## src/rtl/alu_rr_arbiter_if.sv

```systemverilog
// Per-requester channel to the shared-ALU arbiter: a request (a, b, op) and a response (result, zero, err),
// each with its own valid/ready handshake.
interface alu_rr_arbiter_if #(
  parameter int DATA_W = 32,
  parameter int OP_W   = 4
);
  logic              req_valid;
  logic              req_ready;
  logic [DATA_W-1:0] req_a;
  logic [DATA_W-1:0] req_b;
  logic [OP_W-1:0]   req_op;
  logic              resp_valid;
  logic              resp_ready;
  logic [DATA_W-1:0] resp_result;
  logic              resp_zero;
  logic              resp_err;

  modport master (
    output req_valid, req_a, req_b, req_op, resp_ready,
    input  req_ready, resp_valid, resp_result, resp_zero, resp_err
  );

  modport slave (
    input  req_valid, req_a, req_b, req_op, resp_ready,
    output req_ready, resp_valid, resp_result, resp_zero, resp_err
  );
endinterface

```

## src/rtl/alu_rr_arbiter.sv

```systemverilog
// Shares one combinational ALU between two requesters: IDLE -> EXEC -> RESP, one operation at a time.
// Define ALU_OPCHECK_EN to answer opcodes above SLT locally (err=1) without using the ALU.
module alu_rr_arbiter #(
  parameter int DATA_W     = 32,
  parameter int OP_W       = 4,
  parameter int FIXED_PRIO = 0
) (
  input  logic              clk,
  input  logic              rst,
  alu_rr_arbiter_if.slave   port0,
  alu_rr_arbiter_if.slave   port1,
  output logic [DATA_W-1:0] alu_a,
  output logic [DATA_W-1:0] alu_b,
  output logic [OP_W-1:0]   alu_ctrl,
  input  logic [DATA_W-1:0] alu_result,
  input  logic              alu_zero,
  output logic              busy
);

  typedef enum logic [1:0] {IDLE, EXEC, RESP} state_t;

  state_t            state_reg, state_next;
  logic              rr_ptr_reg;
  logic              port_reg;
  logic [DATA_W-1:0] result_reg;
  logic              zero_reg;
  logic              err_reg;

  logic [1:0]        req_valid;
  logic [1:0]        resp_ready;
  logic [DATA_W-1:0] req_a [2];
  logic [DATA_W-1:0] req_b [2];
  logic [OP_W-1:0]   req_op [2];

  logic [1:0]        req_ready_vec;
  logic [1:0]        resp_valid_vec;
  logic [1:0]        resp_zero_vec;
  logic [1:0]        resp_err_vec;
  logic [DATA_W-1:0] resp_result_arr [2];

  logic              grant_port;
  logic              accept;
  logic              op_illegal;
  logic              resp_take;

  assign req_valid  = {port1.req_valid, port0.req_valid};
  assign resp_ready = {port1.resp_ready, port0.resp_ready};
  assign req_a[0]   = port0.req_a;
  assign req_a[1]   = port1.req_a;
  assign req_b[0]   = port0.req_b;
  assign req_b[1]   = port1.req_b;
  assign req_op[0]  = port0.req_op;
  assign req_op[1]  = port1.req_op;

  always_comb begin
    grant_port = 1'b0;
    if (req_valid == 2'b10) begin
      grant_port = 1'b1;
    end else if (req_valid == 2'b11) begin
      grant_port = (FIXED_PRIO != 0) ? 1'b0 : rr_ptr_reg;
    end
  end

  // rst gates ready so no handshake can be advertised while reset is held
  assign accept    = (state_reg == IDLE) && (|req_valid) && !rst;
  assign resp_take = (state_reg == RESP) && resp_ready[port_reg];

`ifdef ALU_OPCHECK_EN
  assign op_illegal = (req_op[grant_port] > OP_W'(8));
`else
  assign op_illegal = 1'b0;
`endif

  always_comb begin
    state_next = state_reg;
    case (state_reg)
      IDLE: if (accept) state_next = op_illegal ? RESP : EXEC;
      EXEC: state_next = RESP;
      RESP: if (resp_take) state_next = IDLE;
      default: state_next = IDLE;
    endcase
  end

  always_ff @(posedge clk or posedge rst) begin
    if (rst) begin
      state_reg  <= IDLE;
      rr_ptr_reg <= 1'b0;
      port_reg   <= 1'b0;
      alu_a      <= '0;
      alu_b      <= '0;
      alu_ctrl   <= '0;
      result_reg <= '0;
      zero_reg   <= 1'b0;
      err_reg    <= 1'b0;
    end else begin
      state_reg <= state_next;
      if (accept) begin
        port_reg <= grant_port;
        if (op_illegal) begin
          // ALU operands are left untouched; the answer is produced here
          result_reg <= '0;
          zero_reg   <= 1'b1;
          err_reg    <= 1'b1;
        end else begin
          alu_a    <= req_a[grant_port];
          alu_b    <= req_b[grant_port];
          alu_ctrl <= req_op[grant_port];
          err_reg  <= 1'b0;
        end
      end
      if (state_reg == EXEC) begin
        result_reg <= alu_result;
        zero_reg   <= alu_zero;
      end
      if (resp_take && (FIXED_PRIO == 0)) begin
        rr_ptr_reg <= ~port_reg;
      end
    end
  end

  for (genvar gi = 0; gi < 2; gi++) begin : g_port
    assign req_ready_vec[gi]   = accept && (grant_port == 1'(gi));
    assign resp_valid_vec[gi]  = (state_reg == RESP) && (port_reg == 1'(gi));
    assign resp_result_arr[gi] = resp_valid_vec[gi] ? result_reg : '0;
    assign resp_zero_vec[gi]   = resp_valid_vec[gi] && zero_reg;
    assign resp_err_vec[gi]    = resp_valid_vec[gi] && err_reg;
  end

  assign port0.req_ready   = req_ready_vec[0];
  assign port1.req_ready   = req_ready_vec[1];
  assign port0.resp_valid  = resp_valid_vec[0];
  assign port1.resp_valid  = resp_valid_vec[1];
  assign port0.resp_result = resp_result_arr[0];
  assign port1.resp_result = resp_result_arr[1];
  assign port0.resp_zero   = resp_zero_vec[0];
  assign port1.resp_zero   = resp_zero_vec[1];
  assign port0.resp_err    = resp_err_vec[0];
  assign port1.resp_err    = resp_err_vec[1];

  assign busy = (state_reg != IDLE);

endmodule

```

## src/flat_wrapper.sv

```systemverilog
// flat-port wrapper written by rule: the top's interface ports become plain ports
module alu_rr_arbiter_flat 
#(
  parameter int DATA_W     = 32,
  parameter int OP_W       = 4,
  parameter int FIXED_PRIO = 0
)
  (clk, rst, alu_a, alu_b, alu_ctrl, alu_result, alu_zero, busy, port0_req_valid, port0_req_a, port0_req_b, port0_req_op, port0_resp_ready, port0_req_ready, port0_resp_valid, port0_resp_result, port0_resp_zero, port0_resp_err, port1_req_valid, port1_req_a, port1_req_b, port1_req_op, port1_resp_ready, port1_req_ready, port1_resp_valid, port1_resp_result, port1_resp_zero, port1_resp_err);
  alu_rr_arbiter_if #(.DATA_W(DATA_W), .OP_W(OP_W)) port0_i ();
  alu_rr_arbiter_if #(.DATA_W(DATA_W), .OP_W(OP_W)) port1_i ();
  input  logic clk;
  input  logic rst;
  output logic [DATA_W-1:0] alu_a;
  output logic [DATA_W-1:0] alu_b;
  output logic [OP_W-1:0] alu_ctrl;
  input  logic [DATA_W-1:0] alu_result;
  input  logic alu_zero;
  output logic busy;
  input wire logic [$bits(port0_i.req_valid)-1:0] port0_req_valid;
  input wire logic [$bits(port0_i.req_a)-1:0] port0_req_a;
  input wire logic [$bits(port0_i.req_b)-1:0] port0_req_b;
  input wire logic [$bits(port0_i.req_op)-1:0] port0_req_op;
  input wire logic [$bits(port0_i.resp_ready)-1:0] port0_resp_ready;
  output wire logic [$bits(port0_i.req_ready)-1:0] port0_req_ready;
  output wire logic [$bits(port0_i.resp_valid)-1:0] port0_resp_valid;
  output wire logic [$bits(port0_i.resp_result)-1:0] port0_resp_result;
  output wire logic [$bits(port0_i.resp_zero)-1:0] port0_resp_zero;
  output wire logic [$bits(port0_i.resp_err)-1:0] port0_resp_err;
  input wire logic [$bits(port1_i.req_valid)-1:0] port1_req_valid;
  input wire logic [$bits(port1_i.req_a)-1:0] port1_req_a;
  input wire logic [$bits(port1_i.req_b)-1:0] port1_req_b;
  input wire logic [$bits(port1_i.req_op)-1:0] port1_req_op;
  input wire logic [$bits(port1_i.resp_ready)-1:0] port1_resp_ready;
  output wire logic [$bits(port1_i.req_ready)-1:0] port1_req_ready;
  output wire logic [$bits(port1_i.resp_valid)-1:0] port1_resp_valid;
  output wire logic [$bits(port1_i.resp_result)-1:0] port1_resp_result;
  output wire logic [$bits(port1_i.resp_zero)-1:0] port1_resp_zero;
  output wire logic [$bits(port1_i.resp_err)-1:0] port1_resp_err;
  assign port0_i.req_valid = port0_req_valid;
  assign port0_i.req_a = port0_req_a;
  assign port0_i.req_b = port0_req_b;
  assign port0_i.req_op = port0_req_op;
  assign port0_i.resp_ready = port0_resp_ready;
  assign port0_req_ready = port0_i.req_ready;
  assign port0_resp_valid = port0_i.resp_valid;
  assign port0_resp_result = port0_i.resp_result;
  assign port0_resp_zero = port0_i.resp_zero;
  assign port0_resp_err = port0_i.resp_err;
  assign port1_i.req_valid = port1_req_valid;
  assign port1_i.req_a = port1_req_a;
  assign port1_i.req_b = port1_req_b;
  assign port1_i.req_op = port1_req_op;
  assign port1_i.resp_ready = port1_resp_ready;
  assign port1_req_ready = port1_i.req_ready;
  assign port1_resp_valid = port1_i.resp_valid;
  assign port1_resp_result = port1_i.resp_result;
  assign port1_resp_zero = port1_i.resp_zero;
  assign port1_resp_err = port1_i.resp_err;
  alu_rr_arbiter #(.DATA_W(DATA_W), .OP_W(OP_W), .FIXED_PRIO(FIXED_PRIO)) u_core (.clk(clk), .rst(rst), .port0(port0_i), .port1(port1_i), .alu_a(alu_a), .alu_b(alu_b), .alu_ctrl(alu_ctrl), .alu_result(alu_result), .alu_zero(alu_zero), .busy(busy));
endmodule
```

## config.mk

```make
export PLATFORM = sky130hd
export DESIGN_NAME = alu_rr_arbiter_flat
export DESIGN_NICKNAME = d
export VERILOG_FILES = /design/src/rtl/alu_rr_arbiter_if.sv /design/src/rtl/alu_rr_arbiter.sv /design/src/flat_wrapper.sv
export SDC_FILE = /design/constraint.sdc
export NUM_CORES = 1
export LEC_CHECK = 0
export CORE_MARGIN = 8
export CORE_UTILIZATION = 40
export CTS_CLUSTER_DIAMETER = 150
export CTS_CLUSTER_SIZE = 20
export DETAILED_ROUTE_END_ITERATION = 8
export GPL_TIMING_DRIVEN = 0
export PLACE_DENSITY = 0.86
export SLEW_MARGIN = 20
export SYNTH_ARGS = -nofsm -noshare
export SYNTH_HDL_FRONTEND = slang
export SYNTH_SLANG_ARGS = --single-unit
```

## constraint.sdc

```tcl
create_clock -name clk -period 10.3 [get_ports clk]
set_input_delay 2.575 -clock clk [delete_from_list [all_inputs] [get_ports clk]]
set_output_delay 2.575 -clock clk [all_outputs]
set_load 0.005 [all_outputs]
```

==> results.cfg <==
[grt]
grt_max_degree = 63
grt_overflow_total = 0
track_usage_pct = 23.9
antenna_found_initial = 0
grt_pass1_vias = 5574
grt_pass1_wl_mm = 30.6

[outcome]
status = completed

[yosys]
synth_edf_count = 0
synthFlopType = dfrtp_1
ys_warn_count = 0
synth_largest_area_cell = dfrtp_1
ys_top_cells_by_area = dfrtp_1 52%, a221o_1 12%, and2_1 8.1%
ys_seq_elements = 105
synth_cell_types = 27
synth_cells = 480
seq_area_frac_synth_pct = 51.7
syn_area_um2 = 5080
async_flop_share_pct = 100
avgSynthCellArea_um2 = 10.6
synth_top_area_share_pct = 51.7

[timing]
finalCritPeriodShare_pct = 70.9
tns_ns = 0
maxSlewViolCount = 0
maxSlewHeadroom_pct = 59.5
hold_violations = 0
setup_viol = 0
fin_worst_skew_ns = 0.00750
period_minus_slack_ns = 7.30
rsz0062_at_grt = no
max_freq_mhz = 137
worst_pin_slew_ns = 0.603

[clocking]
clockRootBuffer = clkbuf_16
tritoncts.num_buffers = 9
clock-sinks = 105
cts_hold_buf = 0
clkLatencyLatePin_ns = 0.35
cts_tree = done
post-cts-setup-buffer-count = 0
htree_num_levels = 3
cts-resized-gates = 0
clock_path_buffers = 2
clkTransAtPathRegs_ns = 0.07

[route]
drc = 0
via_per_inst = 5.32
routedWlPerCell_um = 21.0
routed-via-count = 5225
drt_wl_total_mm = 20.6
drtAntennaViolNets = 0
drt_iter0_drc = 305
dr.pass1.iters = 4

[pwr]
leakagePower_nw = 3.58
power.share.clock_pct = 17.1
power.density_nw_per_um2 = 240
p_switching_uw = 673
p_int_mw = 1.43
switching_share_pct = 32.0
peakVddDrop_uv = 119
comb_power_share_pct = 46.9
p_seq_share_pct = 35.9

[critical_path]
crit_path_top_delay_cell = clkdlybuf4s50_1
crit_path_start_kind = primary input
max_stage_delay_ns = 0.57
worstSetupPathType = primary input to output pin
crit_buf_inv = 5
path_max_fanout = 10
critPathRequiredTime_ns = 7.73
path_cells = clkdlybuf4s50_1 > or3_1 > buf_2 > buf_6 > buf_6 > nor3b_4 > clkdlybuf4s50_1
crit_arrival_ns = 4.73
crit_family = buffers and inverters
cp-end-kind = output pin

[finish]
layout_common_cells = 312 x clkdlybuf4s50_1, 105 x dfrtp_1, 70 x nand2_1
final_common_cell = clkdlybuf4s50_1
n_antenna_cell = 0
fillers = 920
num-nets-final = 980
stdcell_count = 982
synthToLayoutAreaGrowth_pct = 72.6
drive_above_1_share_pct = 10.0

[floorplanning]
die_y_um = 129
start_util_pct = 40.6
fp.dieArea_um2 = 16600
design.core.area_um2 = 12500
die_w_um = 129
top_level_ports = 316
row_count = 41

[placed_design]
placed_cells = 966
io_buffers = 312
hpwl_mm = 16.4
globalplace.congestion = 0.842

[job]
drv_cap = 0

[worst_hold_path]
hold_path_class = flip-flop to flip-flop
==> area by class of cell <==
cell class | count | area [um2] | area share (%)
Buffer | 52 | 244 | 2.78
Clock buffer | 10 | 239 | 2.73
Clock inverter | 6 | 72.6 | 0.828
Inverter | 2 | 12.5 | 0.143
Multi-Input combinational cell | 322 | 2200 | 25.1
Sequential cell | 105 | 2630 | 30.0
Tap cell | 172 | 215 | 2.46
Timing Repair Buffer | 313 | 3150 | 36.0
==> per-stage QoR <==
stage,utilization [%],hold slack (ns),instance area [um2],worst slack [ns],power (mW)
2_1_floorplan,-,0.486,5080,4.27,1.14
3_3_place_gp,67.3,0.497,8420,3.13,1.71
3_5_place_dp,67.5,0.497,8450,3.00,1.75
4_1_cts,70.0,0.517,8760,2.98,2.12
5_1_grt,70.0,0.529,8760,2.93,2.21
6_report,70.0,0.518,8760,3.00,2.10
==> kinds of logic (layout without fill, tap and decap cells) <==
family          count (synthesis)  after routing  share of synthesized area [%]
buf+inv                        54            383                           4.95
other cells                     1              2                         0.0739
compound gates                 72             72                           14.2
simple gates                  214            214                           21.5
flops                         105            105                           51.7
mux                            34             34                           7.54
==> synth_stat cells (2+ instances only) <==
cell / n
dfrtp_1: 105
nand2_1: 70
nor3_1: 69
and2_1: 66
a221o_1: 59
mux2_2: 34
clkbuf_1: 32
buf_2: 12
a221o_2: 9
buf_4: 3
buf_6: 3
buf_1: 2
inv_1: 2
==> path summary, 6_finish.rpt <==
kind                       slack (ns)  cells past startpoint            endpoint                 from
min                              0.52                      1  u_core.alu_ctrl[0]   u_core.alu_ctrl[0]
min reg2reg                      0.52                      1  u_core.alu_ctrl[0]   u_core.alu_ctrl[0]
max reg2reg                      8.36                      4     u_core.alu_a[3]  u_core.state_reg[1]
max in group asynchronous        6.96                      3     u_core.alu_b[4]                  rst
max                              3.00                      7     port1_req_ready                  rst
min in group asynchronous        2.70                      2     u_core.port_reg                  rst
==> layer usage <==
| layer | global-route usage [%] | wire (um) | vias up |
|---|---|---|---|
| met4 | 9.95 | 650 | 0 |
| met3 | 7.65 | 2060 | 40 |
| met1 | 26.2 | 7700 | 2521 |
| met5 | 0 | 0 | - |
| li1 | - | - | 2375 |
| met2 | 41.9 | 10200 | 289 |
==> power by group through the flow <==
stage / Combinational (mW) / Clock, mW / Sequential [mW]
2_1_floorplan: 0.419 / 0 / 0.726
3_3_place_gp: 0.970 / 0 / 0.742
3_5_place_dp: 0.996 / 0 / 0.755
4_1_cts: 0.999 / 0.365 / 0.752
5_1_grt: 1.06 / 0.378 / 0.778
6_report: 0.986 / 0.360 / 0.755
No activity file was read; power rests on OpenSTA's default activity.
